<file path="src/rtl/popcount_pkg.sv">
// popcount_pkg: shared encodings for the sequential population counter.
// Build option: define POPCOUNT_SEQ_PARITY_EN to add the parity output on popcount_seq.
package popcount_pkg;

  // Controller states, 2-bit encoding
  typedef enum logic [1:0] {
    ST_IDLE = 2'd0,
    ST_RUN  = 2'd1,
    ST_DONE = 2'd2
  } state_t;

  // Operand interpretation selected by the mode input
  localparam logic MODE_ONES  = 1'b0;
  localparam logic MODE_ZEROS = 1'b1;

endpackage : popcount_pkg

</file>
<file path="src/rtl/chunk_popcount.sv">
// chunk_popcount: combinational count of set bits in a CHUNK-bit slice.
// Output is sized to hold CHUNK itself, so it never wraps.
module chunk_popcount #(
  parameter int CHUNK = 8,
  localparam int OW   = $clog2(CHUNK + 1)
) (
  input  logic [CHUNK-1:0] bits,
  output logic [OW-1:0]    ones
);

  // Ripple sum of the individual bits; synthesis rebalances this into an adder tree
  always_comb begin
    ones = '0;
    for (int i = 0; i < CHUNK; i++) begin
      ones = ones + OW'(bits[i]);
    end
  end

endmodule : chunk_popcount

</file>
<file path="src/rtl/popcount_seq.sv">
// popcount_seq: multi-cycle population counter with start/busy/done handshake.
// Consumes CHUNK bits of the latched operand per RUN cycle, low chunk first.
// Build option: define POPCOUNT_SEQ_PARITY_EN to add a 'parity' output (count[0]).
module popcount_seq
  import popcount_pkg::*;
#(
  parameter int  WIDTH = 32,
  parameter int  CHUNK = 8,
  localparam int CW    = $clog2(WIDTH + 1)
) (
  input  logic             clk,
  input  logic             reset,
  input  logic             start,
  input  logic             mode,
  input  logic [WIDTH-1:0] data,
  output logic             ready,
  output logic             busy,
  output logic             done,
  output logic [CW-1:0]    count
`ifdef POPCOUNT_SEQ_PARITY_EN
  ,
  output logic             parity
`endif
);

  localparam int BEATS = WIDTH / CHUNK;
  localparam int BW    = (BEATS > 1) ? $clog2(BEATS) : 1;
  localparam int OW    = $clog2(CHUNK + 1);
  localparam logic [BW-1:0] LAST_BEAT = BW'(BEATS - 1);

  // Reject operand/chunk combinations that cannot be split evenly
  if ((CHUNK < 1) || (CHUNK > WIDTH) || ((WIDTH % CHUNK) != 0)) begin : g_param_check
    $error("popcount_seq: WIDTH must be a multiple of CHUNK and 1 <= CHUNK <= WIDTH");
  end

  state_t           state_reg, state_next;
  logic [WIDTH-1:0] shreg_reg, shreg_next;
  logic [CW-1:0]    acc_reg,   acc_next;
  logic [BW-1:0]    beat_reg,  beat_next;
  logic             mode_reg,  mode_next;
  logic [CW-1:0]    count_reg, count_next;
`ifdef POPCOUNT_SEQ_PARITY_EN
  logic             parity_reg, parity_next;
`endif

  logic [CHUNK-1:0] chunk_bits;
  logic [OW-1:0]    chunk_ones;
  logic [CW-1:0]    acc_sum;

  // Counting zeros is counting ones of the inverted slice
  assign chunk_bits = (mode_reg == MODE_ONES) ? shreg_reg[CHUNK-1:0] : ~shreg_reg[CHUNK-1:0];

  chunk_popcount #(.CHUNK(CHUNK)) u_chunk (
    .bits (chunk_bits),
    .ones (chunk_ones)
  );

  // Running total including the current slice; CW bits always hold WIDTH
  assign acc_sum = acc_reg + CW'(chunk_ones);

  // State register; an asserted reset abandons any operation in flight
  always_ff @(posedge clk or negedge reset) begin
    if (!reset) begin
      state_reg <= ST_IDLE;
    end else begin
      state_reg <= state_next;
    end
  end

  // Next-state and datapath next values; new work is accepted from IDLE and DONE alike
  always_comb begin
    state_next  = state_reg;
    shreg_next  = shreg_reg;
    acc_next    = acc_reg;
    beat_next   = beat_reg;
    mode_next   = mode_reg;
    count_next  = count_reg;
`ifdef POPCOUNT_SEQ_PARITY_EN
    parity_next = parity_reg;
`endif
    case (state_reg)
      ST_IDLE, ST_DONE: begin
        if (start) begin
          shreg_next = data;
          mode_next  = mode;
          acc_next   = '0;
          beat_next  = '0;
          state_next = ST_RUN;
        end else begin
          state_next = ST_IDLE;
        end
      end
      ST_RUN: begin
        acc_next   = acc_sum;
        shreg_next = shreg_reg >> CHUNK;
        beat_next  = beat_reg + BW'(1);
        if (beat_reg == LAST_BEAT) begin
          count_next  = acc_sum;
`ifdef POPCOUNT_SEQ_PARITY_EN
          parity_next = acc_sum[0];
`endif
          state_next  = ST_DONE;
        end
      end
      default: state_next = ST_IDLE;
    endcase
  end

  // Datapath registers; count only changes on RUN->DONE
  always_ff @(posedge clk or negedge reset) begin
    if (!reset) begin
      shreg_reg  <= '0;
      acc_reg    <= '0;
      beat_reg   <= '0;
      mode_reg   <= MODE_ONES;
      count_reg  <= '0;
`ifdef POPCOUNT_SEQ_PARITY_EN
      parity_reg <= 1'b0;
`endif
    end else begin
      shreg_reg  <= shreg_next;
      acc_reg    <= acc_next;
      beat_reg   <= beat_next;
      mode_reg   <= mode_next;
      count_reg  <= count_next;
`ifdef POPCOUNT_SEQ_PARITY_EN
      parity_reg <= parity_next;
`endif
    end
  end

  assign ready  = (state_reg == ST_IDLE) || (state_reg == ST_DONE);
  assign busy   = (state_reg == ST_RUN);
  assign done   = (state_reg == ST_DONE);
  assign count  = count_reg;
`ifdef POPCOUNT_SEQ_PARITY_EN
  assign parity = parity_reg;
`endif

endmodule : popcount_seq

</file>
<file path="config.mk">
export PLATFORM = sky130hd
export DESIGN_NAME = popcount_seq
export DESIGN_NICKNAME = d
export VERILOG_FILES = /design/src/rtl/popcount_pkg.sv /design/src/rtl/chunk_popcount.sv /design/src/rtl/popcount_seq.sv
export SDC_FILE = /design/constraint.sdc
export NUM_CORES = 1
export LEC_CHECK = 0
export BUFFER_PORTS_ARGS = -buffer_cell sky130_fd_sc_hd__buf_2
export CAP_MARGIN = 0
export CELL_PAD_IN_SITES_DETAIL_PLACEMENT = 1
export CELL_PAD_IN_SITES_GLOBAL_PLACEMENT = 1
export CORE_MARGIN = 1
export CORE_UTILIZATION = 46
export CTS_CLUSTER_DIAMETER = 100
export CTS_CLUSTER_SIZE = 10
export DETAILED_ROUTE_END_ITERATION = 7
export GPL_ROUTABILITY_DRIVEN = 0
export PLACE_DENSITY_LB_ADDON = 0.25
export SLEW_MARGIN = 20
export SYNTH_ARGS = -nofsm -noshare
export SYNTH_HDL_FRONTEND = slang
export SYNTH_SLANG_ARGS = --single-unit
</file>
<file path="constraint.sdc">
create_clock -name clk -period 7.3 [get_ports clk]
set_input_delay 1.095 -clock clk [delete_from_list [all_inputs] [get_ports clk]]
set_output_delay 1.095 -clock clk [all_outputs]
set_load 0.05 [all_outputs]
</file>
* Yosys cells after proc, flatten, opt, wreduce, memory -nomap -nowiden
Index checks and enable logic that the tools add are counted.
** Operators by class
- Add/sub/neg operators :: 9
- Reductions and logical operators :: 7
- Bitwise gates (word level) :: 1
- Eq/ne operators :: 5
- Multiplexer cells :: 10
** Operators with widths (number)
- $pmux W32 S2 :: 1
- $mux W32 :: 1
- $add A4 B1 Y4 :: 6
- $pmux W6 S2 :: 1
- $mux W8 :: 1
- $not A8 Y8 :: 1
- $pmux W2 S2 :: 2
- $add A6 B4 Y6 :: 1
- $mux W6 :: 1
- $reduce_and A2 Y1 :: 3
- $eq A2 B2 Y1 const B :: 2
- $mux W2 :: 2
- $add A1 B1 Y2 :: 1
- $add A2 B1 Y2 const B :: 1
- $eq A2 B1 Y1 const B :: 1
- $logic_not A2 Y1 :: 1
- $ne A2 B1 Y1 const B :: 1
- $ne A2 B2 Y1 const B :: 1
- $reduce_bool A2 Y1 :: 1
- $reduce_or A2 Y1 :: 1
- $logic_or A1 B1 Y1 :: 1
- $mux W1 :: 1
** Word-level totals
- Bits of input ports :: 36
- Output and inout port bits :: 9
- Flip-flop bits (word level) :: 49
- Logic and storage cells :: 38

* Logic depth before layout (Yosys ltp)
Gate-level depths: netlist of run 1.
- Depth after elaboration :: 11
- Depth in mapped cells :: 15
- Gate-level depth less buffers :: 14

* Modules after synthesis
A second synthesis of run 1 with hierarchy kept.
** Second synthesis, totals
- Cells, all modules :: 262
- Area, all modules :: 2482.4 µm²
** By module, submodules not included
- popcount_seq :: times used 1, area each 2292.2 µm², cells an instance 238
- chunk_popcount :: times used 1, area each 190.2 µm², cells an instance 24

* Least setup slack after synthesis of run 1
Ideal clock, no wire load.
- Kind :: register to register
- Start point :: reg mode_reg
- End point :: reg count_reg[3] (netlist: count[3])
- Buffers on the path :: 1
- Library setup time :: 125 ps
- Stages on the path, launching flop included :: 15
- Path slack :: 3117 ps
- Period minus slack after synthesis :: 4183 ps
- Data required time :: 7175 ps
- Arrival time :: 4058 ps
- Cell sequence :: dfrtp_1 > buf_2 > xor2_1 > ha_1 > inv_1 > fa_1 > fa_1 > fa_1 > fa_1 > inv_1 > ha_1 > a211oi_2 > nor2_1 > xor2_1 > mux2_4
** On the way
- Word-level cells in the longest chain between the ends :: 9
** RTL lines
- from (decl) :: RTL line popcount_seq.sv:40 : logic mode_reg, mode_next;
- from (signal assigned) :: RTL line popcount_seq.sv:124 : mode_reg <= mode_next;
- $mux W8 (*) :: RTL line popcount_seq.sv:51 : assign chunk_bits = (mode_reg == MODE_ONES) ? shreg_reg[CHUNK-1:0] : ~shreg_reg[CHUNK-1:0];
- $add A1 B1 Y2 :: RTL line chunk_popcount.sv:15 : ones = ones + OW'(bits[i]);
- $add A4 B1 Y4 (5 in a row) :: RTL line chunk_popcount.sv:15
- $add A4 B1 Y4 (*) :: RTL line chunk_popcount.sv:15
- $add A6 B4 Y6 (*) :: RTL line popcount_seq.sv:59 : assign acc_sum = acc_reg + CW'(chunk_ones);
- to (signal assigned) :: RTL line popcount_seq.sv:125 : count_reg <= count_next;
- to (decl) :: RTL line popcount_seq.sv:41 : logic [CW-1:0] count_reg, count_next;
Mark *: on every way between the ends. The rest lies on a longest branch, timed or not.
A chain may end at the register's enable or synchronous reset.

* Worst setup path in the final report of run 1
- Start point :: reg mode_reg
- End point :: reg acc_reg[4]
** On the way
- Word-level cells in the longest chain between the ends :: 10
** RTL lines
- $mux W8 (*) :: RTL line popcount_seq.sv:51
- $add A1 B1 Y2 :: RTL line chunk_popcount.sv:15
- $add A4 B1 Y4 (5 in a row) :: RTL line chunk_popcount.sv:15
- $add A4 B1 Y4 (*) :: RTL line chunk_popcount.sv:15
- $add A6 B4 Y6 (*) :: RTL line popcount_seq.sv:59
- $pmux W6 S2 (*) :: RTL line popcount_seq.sv:81 : case (state_reg)
- to (signal assigned) :: RTL line popcount_seq.sv:122 : acc_reg <= acc_next;
- to (decl) :: RTL line popcount_seq.sv:38 : logic [CW-1:0] acc_reg, acc_next;
Marked as above.

==> results of run 1 <==
per-layer routing:
layer | part of all wire (%) | routed length, um | global-route usage (%) | vias to the layer above
li1 | - | - | - | 892
met1 | 48 | 2620 | 32.1 | 929
met2 | 48 | 2660 | 32.7 | 39
met3 | 3.2 | 174 | 4.50 | 5
met4 | 0.73 | 40 | 4.94 | 0
met5 | 0 | 0 | 0 | -
placed cells by master (no fill, tap or decap):
master and n:
sky130_fd_sc_hd__nand2_1 56, sky130_fd_sc_hd__dfrtp_1 49, sky130_fd_sc_hd__buf_2 43, sky130_fd_sc_hd__nor2_1 26
sky130_fd_sc_hd__a31oi_1 25, sky130_fd_sc_hd__a22o_1 13, sky130_fd_sc_hd__xnor2_1 8, sky130_fd_sc_hd__ha_1 8
sky130_fd_sc_hd__inv_1 7, sky130_fd_sc_hd__xor2_1 5, sky130_fd_sc_hd__fa_1 5, sky130_fd_sc_hd__clkbuf_8 5
sky130_fd_sc_hd__mux2_4 4, sky130_fd_sc_hd__o21ai_0 4, sky130_fd_sc_hd__a21o_1 3, sky130_fd_sc_hd__nor2b_1 2
sky130_fd_sc_hd__o21a_1 2, sky130_fd_sc_hd__inv_6 2, sky130_fd_sc_hd__buf_4 2, sky130_fd_sc_hd__nand2b_2 1
sky130_fd_sc_hd__inv_4 1, sky130_fd_sc_hd__nand2_8 1, sky130_fd_sc_hd__nor2b_2 1, sky130_fd_sc_hd__nor2_2 1
sky130_fd_sc_hd__nand2b_1 1, sky130_fd_sc_hd__inv_2 1, sky130_fd_sc_hd__a211oi_2 1, sky130_fd_sc_hd__o31ai_4 1
sky130_fd_sc_hd__o21ai_1 1, sky130_fd_sc_hd__a21oi_1 1, sky130_fd_sc_hd__nor3_1 1, sky130_fd_sc_hd__clkinvlp_4 1
cell families after synthesis:
kind of cell,after synthesis,share of synthesized area (%)
xor gates and xnor gates,13,4.61
muxes,4,2.43
DFF,49,49.6
AOI/OAI and AO/OA,51,15.0
and+or+nand+nor,90,15.0
adders and majority gates,13,8.10
buffers and inverters,25,5.22
cells in the mapped netlist:
master	n
sky130_fd_sc_hd__nor3_1	1
sky130_fd_sc_hd__inv_4	1
sky130_fd_sc_hd__buf_4	1
sky130_fd_sc_hd__buf_6	1
sky130_fd_sc_hd__fa_1	5
sky130_fd_sc_hd__o21ai_1	1
sky130_fd_sc_hd__nor2_2	1
sky130_fd_sc_hd__a211oi_2	1
sky130_fd_sc_hd__o21a_1	2
sky130_fd_sc_hd__ha_1	8
sky130_fd_sc_hd__a21oi_1	1
sky130_fd_sc_hd__inv_1	7
sky130_fd_sc_hd__buf_8	1
sky130_fd_sc_hd__buf_2	8
sky130_fd_sc_hd__clkbuf_1	5
sky130_fd_sc_hd__a22o_1	13
sky130_fd_sc_hd__dfrtp_1	49
sky130_fd_sc_hd__a21o_1	3
sky130_fd_sc_hd__nand2_8	1
sky130_fd_sc_hd__mux2_4	4
sky130_fd_sc_hd__a31oi_1	25
sky130_fd_sc_hd__nand2b_1	2
sky130_fd_sc_hd__o21ai_0	4
sky130_fd_sc_hd__nor2b_1	3
sky130_fd_sc_hd__nand2_1	56
sky130_fd_sc_hd__inv_2	1
sky130_fd_sc_hd__xnor2_1	8
sky130_fd_sc_hd__o31ai_4	1
sky130_fd_sc_hd__xor2_1	5
sky130_fd_sc_hd__nor2_1	26
path summary, 6_finish.rpt:
kind | end | slack, ps | from
max reg2reg | acc_reg[4] | 2840 | mode_reg
min reg2reg | count[5] | 500 | count[5]
max in group asynchronous | shreg_reg[13] | 6100 | reset
min in group asynchronous | beat_reg[0] | 790 | reset
max | acc_reg[4] | 2840 | mode_reg
min | count[5] | 500 | count[5]
layout make-up:
| type | instances | area (sq um) |
|---|---|---|
| clock buffers | 5 | 68.8 |
| inverters | 9 | 36.3 |
| fillers | 620 | 2340 |
| flip-flops and latches | 49 | 1230 |
| multi-input cells | 171 | 1120 |
| repair buffers | 45 | 230 |
| clock inverters | 3 | 25.0 |
| well taps | 70 | 87.6 |
worst register-to-register path: stages, from the launching register on:
cell and delay (ps):
sky130_fd_sc_hd__dfrtp_1 540, sky130_fd_sc_hd__xor2_1 240, sky130_fd_sc_hd__ha_1 290, sky130_fd_sc_hd__inv_1 50, sky130_fd_sc_hd__fa_1 500, sky130_fd_sc_hd__fa_1 520
sky130_fd_sc_hd__fa_1 480, sky130_fd_sc_hd__fa_1 500, sky130_fd_sc_hd__inv_1 70, sky130_fd_sc_hd__fa_1 430, sky130_fd_sc_hd__a21o_1 180, sky130_fd_sc_hd__a21oi_1 280
sky130_fd_sc_hd__nor3_1 90, sky130_fd_sc_hd__a21o_1 190
through the flow:
stage	worst slack [ps]	hold slack (ps)	area (sq um)	util, %
6_report	2840	504	2800	54.4
5_1_grt	2630	531	2800	54.4
4_1_cts	2790	514	2790	54.3
3_5_place_dp	2860	488	2700	52.5
3_3_place_gp	3010	467	2700	52.5
2_1_floorplan	3120	467	2470	-
==> implementation parameters, run 1 <==
Parameter                              Value

Synthesis
  Net count of the mapped netlist ... 294
  Synthesized cell area ... 2470 sq um
  Number of unique standard cell types used by synthesis ... 30
  Top area cells in the synthesized netlist ... sky130_fd_sc_hd__dfrtp_1 50%, sky130_fd_sc_hd__nand2_1 8.5%, sky130_fd_sc_hd__a31oi_1 6.3%
  Area share of the largest cell type after synthesis ... 49.6%
  Synth warn ... 0
  Mean post-synth cell area ... 10.1 sq um
  Flip-flop and latch count after synthesis ... 49
  Number of cells produced by synthesis ... 245
  Post-synth top area cell ... sky130_fd_sc_hd__dfrtp_1
  Proportion of synthesized chip area in sequential cells ... 49.6%

Cells and area
  Fraction of layout instances using a drive strength above 1 ... 23.0%
  Synth-to-layout area growth ... 13.1%
  Total inserted antenna cells ... 0
  Post-layout net count ... 330
  Max FFs per register ... 32
  Non-filler cells in the finished layout ... 352

Timing
  Final hold violation count ... 0
  Shortest clock period the worst path allows after layout ... 4460 ps
  Worst Max-Slew Pin Slew ... 1050 ps
  Number of slew-limit violations in the final report ... 0
  Post-route fraction of the period consumed by the critical path ... 61.1%
  Sum of negative setup slack ... 0 ps
  Post-Route Skew ... 12.0 ps
  RSZ-0062 raised after global routing ... no
  Final setup violating endpoints ... 0
  Fmax ... 224 MHz
  Slew Limit Headroom ... 30.1%

Worst setup path
  Buffers and inverters on the worst path ... 2
  Largest delay share family, worst path ... adder cells
  Req. time, crit path ... 7510 ps
  Kind of end point of the critical path ... flop
  Slowest CP cell ... sky130_fd_sc_hd__dfrtp_1
  Count of cells along the worst register-to-register path ... 13
  Type of the setup path with the least slack ... flop to flop
  Crit-path cells ... xor2_1 > ha_1 > inv_1 > fa_1 > fa_1 > fa_1 > fa_1 > inv_1 > fa_1 > a21o_1 > a21oi_1 > nor3_1 > a21o_1
  Data arrival at the endpoint of the critical path ... 4660 ps
  Crit path max fanout ... 9
  Stages on the worst setup path ... 13
  Max stage delay on crit path ... 540 ps
  CP dominant cell by count ... sky130_fd_sc_hd__fa_1
  CP startpoint kind ... flop

Drt
  Number of vias after detailed routing ... 1,865
  Average routed wire per standard cell ... 15.6 um
  Wire length after detailed routing ... 5.50 mm
  Count of routing violations after the opening detailed-route iteration ... 93
  Via density ... 5.30
  Number of nets still failing antenna checks after routing ... 0
  DRC viols ... 0
  First-pass detailed-route iteration total ... 6

Global routing
  Global route total overflow ... 0
  Number of global-route vias before repair ... 1,869
  Maximum number of pins on one net before global-route repair ... 53
  First-pass GRT wire length ... 9.06 mm
  Antenna violations before repair ... 0
  GRT Overall Usage ... 21.6%

Die
  Placement Rows ... 26
  Initial standard-cell utilization of the core ... 48.1%
  Die Ht ... 75.3 um
  Area of the die ... 5670 sq um
  Die X ... 75.3 um
  Std-Cell Core Area ... 5140 sq um
  Top Ports ... 45

CTS
  CTS resizes ... 0
  # clock sinks ... 49
  Clock transition at the registers of the reported paths ... 100 ps
  Number of clock buffers inserted by TritonCTS ... 5
  Max Root-Sink Buffers ... 2
  Post-CTS Repair Setup Buffers ... 0
  Hold_buf cts ... 0
  Number of H-tree levels ... 2
  CTS tree ... built
  Clock latency at the later pin of the worst-skew pair ... 310 ps
  Master cell of the clock root buffer ... sky130_fd_sc_hd__clkbuf_8

Place
  Cell Count Post-Placement ... 344
  Count of input and output buffers ... 44
  Detailed-placement wirelength estimate ... 3.79 mm

Hold path
  Worst Hold Class ... flop to flop
  Hold path cells ... 2

Run status
  Status ... completed

Job
  Number of maximum-capacitance constraint violations ... 0
Power of run 1 is left out: the tool's default activity adds up to more than one toggle a clock period on the data nets, which glitch-free logic cannot reach.
==> run 2: changes to the inputs <==
--- a/config.mk
+++ b/config.mk
@@ -10,7 +10,7 @@
 export CELL_PAD_IN_SITES_DETAIL_PLACEMENT = 1
 export CELL_PAD_IN_SITES_GLOBAL_PLACEMENT = 1
 export CORE_MARGIN = 1
-export CORE_UTILIZATION = 46
+export CORE_UTILIZATION = 38
 export CTS_CLUSTER_DIAMETER = 100
 export CTS_CLUSTER_SIZE = 10
 export DETAILED_ROUTE_END_ITERATION = 7
==> constraint.sdc (replaced) <==
create_clock -name clk -period 3.9 [get_ports clk]
set_input_delay 0.585 -clock clk [delete_from_list [all_inputs] [get_ports clk]]
set_output_delay 0.585 -clock clk [all_outputs]
set_load 0.05 [all_outputs]
==> run 2 against run 1 <==
Effect of this change:
- the run now ends with negative setup slack left
- sequential share of layout area down 2.0 points
- register-to-register slack worse by 2900 ps
- final area rose by 4.9%
- critical path depth did not move
- die area rose by 20%
- global-route usage shrank 3.1 points
- wire length increased by 3.6%
- via count is 0.75% lower
- first-iteration DRC count down 18%
- core utilization is 7.9 points lower
- non-clock buffer count is 9 higher
- clock skew decreased by 1.7 ps
- critical path type unchanged
- critical endpoint is now count[3]
==> implementation parameters, run 2 (synthesis gave the netlist of run 1 again) <==
Parameter                              Value

CTS
  Number of H-tree levels ... 2 (unchanged)
  Hold_buf cts ... 0 (unchanged)
  Clock latency at the later pin of the worst-skew pair ... 300 ps (about the same)
  Number of clock buffers inserted by TritonCTS ... 5 (unchanged)
  Master cell of the clock root buffer ... sky130_fd_sc_hd__clkbuf_8
  # clock sinks ... 49 (unchanged)
  Clock transition at the registers of the reported paths ... 90 ps (about the same)
  CTS tree ... built
  Max Root-Sink Buffers ... 2 (unchanged)

Timing
  Post-route worst setup slack ... -37.4 ps (-2880 ps)
  Fmax ... 254 MHz (+13%)
  Worst Max-Slew Pin Slew ... 997 ps (-51.9 ps)
  Final hold violation count ... 0 (unchanged)
  Final setup violating endpoints ... 2 (+2)
  Post-route fraction of the period consumed by the critical path ... 101% (+40 points)
  Slew Limit Headroom ... 33.5% (+3.5 points)
  Smallest hold slack ... 198 ps (-306 ps)
  Number of slew-limit violations in the final report ... 0 (unchanged)
  RSZ-0062 raised after global routing ... yes
  Post-Route Skew ... 10.3 ps (-1.69 ps)
  Shortest clock period the worst path allows after layout ... 3940 ps (-522 ps)

Drt
  Count of routing violations after the opening detailed-route iteration ... 76 (-18%)
  DRC viols ... 0 (unchanged)
  Number of nets still failing antenna checks after routing ... 0 (unchanged)
  Number of vias after detailed routing ... 1,851 (-0.75%)
  First-pass detailed-route iteration total ... 4 (-2)
  Wire length after detailed routing ... 5.69 mm (+3.6%)
  Via density ... 5.03 (-5.1%)
  Average routed wire per standard cell ... 15.5 um (-0.90%)

Worst setup path
  Crit-path cells ... xor2_1 > ha_1 > inv_1 > fa_1 > fa_1 > fa_2 > fa_2 > inv_2 > ha_4 > a211oi_4 > nor2_1 > xor2_1 > mux2_4
  Kind of end point of the critical path ... flop
  Count of cells along the worst register-to-register path ... 13 (unchanged)
  Stages on the worst setup path ... 13 (unchanged)
  Data arrival at the endpoint of the critical path ... 4130 ps (-530 ps)
  Req. time, crit path ... 4090 ps (-3420 ps)
  CP startpoint kind ... flop
  Slowest CP cell ... sky130_fd_sc_hd__fa_2
  Crit path max fanout ... 4 (-5)
  Max stage delay on crit path ... 540 ps (about the same)
  Largest delay share family, worst path ... adder cells
  Type of the setup path with the least slack ... flop to flop
  Buffers and inverters on the worst path ... 2 (unchanged)

Die
  Std-Cell Core Area ... 6310 sq um (+23%)
  Area of the die ... 6830 sq um (+20%)
  Initial standard-cell utilization of the core ... 39.1% (-8.9 points)
  Placement Rows ... 29 (+12%)
  Die X ... 82.6 um (+9.8%)
  Top Ports ... 45 (unchanged)
  Die Ht ... 82.6 um (+9.8%)

Global routing
  Maximum number of pins on one net before global-route repair ... 53 (unchanged)
  Number of global-route vias before repair ... 1,868 (-0.054%)
  Antenna violations before repair ... 0 (unchanged)
  GRT Overall Usage ... 18.5% (-3.1 points)
  Global route total overflow ... 0 (unchanged)
  First-pass GRT wire length ... 9.26 mm (+2.2%)

Cells and area
  Max FFs per register ... 32 (unchanged)
  Total inserted antenna cells ... 0 (unchanged)
  Commonest cells after routing, fill and taps aside ... 56 x sky130_fd_sc_hd__nand2_1, 49 x sky130_fd_sc_hd__dfrtp_1, 44 x sky130_fd_sc_hd__buf_2, 26 x sky130_fd_sc_hd__nor2_1, 25 x sky130_fd_sc_hd__a31oi_1
  Post-layout net count ... 339 (+2.7%)
  Leading cell type in the layout, fill and taps excluded ... sky130_fd_sc_hd__nand2_1
  Fraction of layout instances using a drive strength above 1 ... 28.5% (+5.5 points)
  Fill cells ... 742 (+20%)
  Final Instance Area ... 2930 sq um (+4.9%)
  Synth-to-layout area growth ... 18.6%

Place
  Detailed-placement wirelength estimate ... 4.06 mm (+7.0%)
  Dpl ws ... -168 ps (-3020 ps)
  Standard cell area after detailed placement ... 2770 sq um (+2.7%)
  Count of input and output buffers ... 44 (unchanged)

Hold path
  Worst Hold Class ... input pin to async pin

Job
  Number of maximum-capacitance constraint violations ... 0 (unchanged)

Run status
  Violated checks ... negative setup slack
  Status ... finished with violations
==> run 2: changes by cell type in the layout (fill, tap and decap cells not counted), moves of 2 or more <==
cell / previous run / this run
sky130_fd_sc_hd__buf_4: 2 / 9
sky130_fd_sc_hd__fa_1: 5 / 2
sky130_fd_sc_hd__fa_2: 0 / 3
sky130_fd_sc_hd__clkbuf_8: 5 / 7
sky130_fd_sc_hd__ha_1: 8 / 6
sky130_fd_sc_hd__inv_6: 2 / 0
sky130_fd_sc_hd__o21ai_0: 4 / 2
sky130_fd_sc_hd__o21ai_1: 1 / 3
==> run 2: worst register-to-register path, cell delays in order, from the launching register on <==
cell and delay [ps]:
sky130_fd_sc_hd__dfrtp_1 440, sky130_fd_sc_hd__xor2_1 190, sky130_fd_sc_hd__ha_1 280, sky130_fd_sc_hd__inv_1 40
sky130_fd_sc_hd__fa_1 490, sky130_fd_sc_hd__fa_1 430, sky130_fd_sc_hd__fa_2 370, sky130_fd_sc_hd__fa_2 540
sky130_fd_sc_hd__inv_2 60, sky130_fd_sc_hd__ha_4 240, sky130_fd_sc_hd__a211oi_4 230, sky130_fd_sc_hd__nor2_1 80
sky130_fd_sc_hd__xor2_1 170, sky130_fd_sc_hd__mux2_4 270
==> run 2: routing by layer <==
metal  vias up  GRT usage [%]  part of all wire [%]  routed length [um]
li1        906              -                     -                   -
met1       912           25.8                    47                2670
met2        27           29.8                    50                2830
met3         6           3.30                   2.5                 143
met4         0           4.14                  0.90                  51
met5         -              0                     0                   0
==> run 2: final timing paths <==
check	end	start	slack, ps
min in group clk	count[4]	count[4]	490
max in group asynchronous	shreg_reg[6]	reset	2930
worst max register to register	count[3]	mode_reg	-40
worst min register to register	count[4]	count[4]	490
worst max-delay path	count[3]	mode_reg	-40
worst min-delay path	count[4]	reset	200
==> run 2: layout make-up <==
type | instances | area (sq um) | share of cell area, %
timing repair buffer | 54 | 299 | 10.2
inverter | 9 | 36.3 | 1.24
multi-input combinational | 171 | 1170 | 40.0
tap | 77 | 96.3 | 3.29
clock buffer | 7 | 96.3 | 3.29
sequential | 49 | 1230 | 41.8
clock inverter | 1 | 5.00 | 0.171
==> run 2: through the flow <==
step	utilization (%)	setup TNS, ps	instances
2_1_floorplan	-	-53.9	245
4_1_cts	45.8	-622	366
5_1_grt	46.4	-1060	368
3_3_place_gp	43.9	-67.1	356
6_report	46.4	-54.4	368
3_5_place_dp	43.9	-650	356
==> run 2: timing repair <==
item / CTS / global route
setup buffers: 2 / 2
setup endpoints to repair: 7 / 8
gates resized for setup: 2 / 6
pin swaps: 7 / 9
Power of run 2 is left out for the same reason.
==> run 3: changes to the inputs <==
==> constraint.sdc (replaced) <==
create_clock -name clk -period 3.45 [get_ports clk]
set_input_delay 0.5175 -clock clk [delete_from_list [all_inputs] [get_ports clk]]
set_output_delay 0.5175 -clock clk [all_outputs]
set_load 0.05 [all_outputs]
==> run 3 against run 2 <==
Effect of this change:
- the flow still finishes with violations (negative setup slack)
- clock skew shrank 3.4 ps
- via count is essentially flat
- clock-buffer cell count grew 1
- wire length shrank 3.0%
- final cell count grew 0.27%
- maximum frequency grew 0.46%
- register-to-register slack lost 430 ps
- first-iteration DRC count shrank 24%
- final area is essentially flat
- critical path depth grew 1
- flip-flop and latch count is the same
- worst setup slack lost 430 ps
==> implementation parameters, run 3 (synthesis gave the netlist of run 1 again) <==
Parameter                              Value

Run status
  Violated checks ... negative setup slack
  Status ... finished with violations

Worst setup path
  Count of cells along the worst register-to-register path ... 14 (+1)
  Slowest CP cell ... sky130_fd_sc_hd__fa_1
  CP Capture Point ... count[3]
  CP dominant cell by count ... sky130_fd_sc_hd__fa_1
  Crit path max fanout ... 4 (unchanged)
  R2r startpoint ... mode_reg
  Critical register-to-register path endpoint ... count[3]
  Crit-path cells ... xor2_1 > ha_1 > inv_2 > fa_1 > fa_1 > fa_2 > fa_1 > xnor2_1 > ha_2 > buf_4 > nor2_4 > nor2_1 > xor2_1 > mux2_4
  Max stage delay on crit path ... 490 ps (-50 ps)
  Data arrival at the endpoint of the critical path ... 4100 ps (-30 ps)
  Startpoint of the most critical setup path ... mode_reg
  Kind of end point of the critical path ... flop
  Req. time, crit path ... 3640 ps (-450 ps)
  CP startpoint kind ... flop
  Register-to-Register Setup Slack ... -470 ps (-430 ps)
  Type of the setup path with the least slack ... flop to flop

CTS
  Master cell of the clock root buffer ... sky130_fd_sc_hd__clkbuf_8
  # clock sinks ... 49 (unchanged)
  Clock latency at the later pin of the worst-skew pair ... 290 ps (about the same)
  CTS tree ... built
  Max Root-Sink Buffers ... 2 (unchanged)
  Hold_buf cts ... 0 (unchanged)
  Number of H-tree levels ... 2 (unchanged)
  Clock transition at the registers of the reported paths ... 90 ps (about the same)
  Number of clock buffers inserted by TritonCTS ... 5 (unchanged)

Timing
  Sum of negative setup slack ... -3810 ps (-3760 ps)
  Final hold violation count ... 0 (unchanged)
  Number of slew-limit violations in the final report ... 0 (unchanged)
  Post-route worst setup slack ... -469 ps (-432 ps)
  Worst Max-Slew Pin Slew ... 1030 ps (+30.6 ps)
  Final setup violating endpoints ... 10 (+8)
  Post-route fraction of the period consumed by the critical path ... 114% (+13 points)
  RSZ-0062 raised after global routing ... yes
  Post-Route Skew ... 6.93 ps (-3.38 ps)
  Slew Limit Headroom ... 31.5% (-2.0 points)
  Shortest clock period the worst path allows after layout ... 3920 ps (-17.9 ps)
  Fmax ... 255 MHz (+0.46%)

Die
  Initial standard-cell utilization of the core ... 39.1% (unchanged)
  Die Ht ... 82.6 um (unchanged)
  Area of the die ... 6830 sq um (unchanged)
  Placement Rows ... 29 (unchanged)
  Top Ports ... 45 (unchanged)
  Die X ... 82.6 um (unchanged)
  Std-Cell Core Area ... 6310 sq um (unchanged)

Global routing
  Maximum number of pins on one net before global-route repair ... 52 (-1.9%)
  Global route total overflow ... 0 (unchanged)
  Antenna violations before repair ... 0 (unchanged)
  Number of global-route vias before repair ... 1,862 (-0.32%)
  First-pass GRT wire length ... 9.18 mm (-0.82%)
  GRT Overall Usage ... 18.2% (-0.26 points)

Cells and area
  Final Instance Area ... 2930 sq um (about the same)
  Commonest cells after routing, fill and taps aside ... 56 x sky130_fd_sc_hd__nand2_1, 49 x sky130_fd_sc_hd__dfrtp_1, 44 x sky130_fd_sc_hd__buf_2, 25 x sky130_fd_sc_hd__nor2_1, 25 x sky130_fd_sc_hd__a31oi_1
  Non-filler cells in the finished layout ... 369 (+0.27%)
  Post-layout net count ... 340 (+0.29%)
  Total inserted antenna cells ... 0 (unchanged)
  Synth-to-layout area growth ... 18.7% (about the same)
  Fraction of layout instances using a drive strength above 1 ... 28.1% (-0.44 points)
  Leading cell type in the layout, fill and taps excluded ... sky130_fd_sc_hd__nand2_1
  Max FFs per register ... 32 (unchanged)

Hold path
  Worst Hold Class ... input pin to async pin

Drt
  Count of routing violations after the opening detailed-route iteration ... 58 (-24%)
  First-pass detailed-route iteration total ... 4 (unchanged)
  Average routed wire per standard cell ... 15.0 um (-3.3%)
  Number of nets still failing antenna checks after routing ... 0 (unchanged)
  DRC viols ... 0 (unchanged)
  Via density ... 5.01 (-0.32%)
  Wire length after detailed routing ... 5.52 mm (-3.0%)
  Number of vias after detailed routing ... 1,850 (-0.054%)

Job
  Number of maximum-capacitance constraint violations ... 0 (unchanged)

Place
  Detailed-placement wirelength estimate ... 3.94 mm (-3.0%)
  Count of input and output buffers ... 44 (unchanged)
  Dpl ws ... -593 ps (-426 ps)
  Standard cell area after detailed placement ... 2810 sq um (+1.4%)
  Cell Count Post-Placement ... 359 (+0.84%)
## run 3: worst min-delay path by stage
| stage | to | slack, ps | cells after the start |
|---|---|---|---|
| 2_1_floorplan | acc_reg[0] | 220 | 0 |
| 3_3_place_gp | count[5] | 460 | 2 |
| 3_5_place_dp | count[5] | 480 | 2 |
| 4_1_cts | state_reg[1] | 200 | 1 |
| 5_1_grt | beat_reg[0] | 220 | 1 |
| 6_report | beat_reg[0] | 190 | 1 |
## run 3: metrics by stage
step           utilization, %  hold slack [ps]
2_1_floorplan               -              222
3_3_place_gp             44.2              463
3_5_place_dp             44.5              481
4_1_cts                  46.4              198
5_1_grt                  46.5              221
6_report                 46.5              188
## run 3: critical path, delay by kind of cell (launching register included)
| kind | cells | cell delay (ps) |
|---|---|---|
| XOR/XNOR | 3 | 500 |
| adder cells (fa/ha/maj) | 6 | 2240 |
| buffers and inverters | 2 | 190 |
| flip-flops | 1 | 430 |
| multiplexers | 1 | 260 |
| AND/OR/NAND/NOR | 2 | 200 |
## run 3: repair_timing
action	CTS	global route
setup buffers	2	0
endpoints found under the hold margin	0	0
pin swaps	5	2
setup endpoints to repair	10	10
gates cloned	0	0
gates resized for setup	6	2
## run 3: area by class of cell
type                    instances  area, sq um
inverters                       9         36.3
flip-flops and latches         49         1230
multi-input cells             171         1180
repair buffers                 55          315
well taps                      77         96.3
clock buffers                   8         80.1
fillers                       728         3380
## run 3: routing by layer
layer	part of all wire [%]	routed length, um	GRT usage, %	vias up
met5	0	0	0	-
met2	49	2690	29.1	26
met1	48	2660	25.6	909
li1	-	-	-	911
met4	0.69	38	4.14	0
met3	2.4	132	3.30	4
Power of run 3 is left out for the same reason.
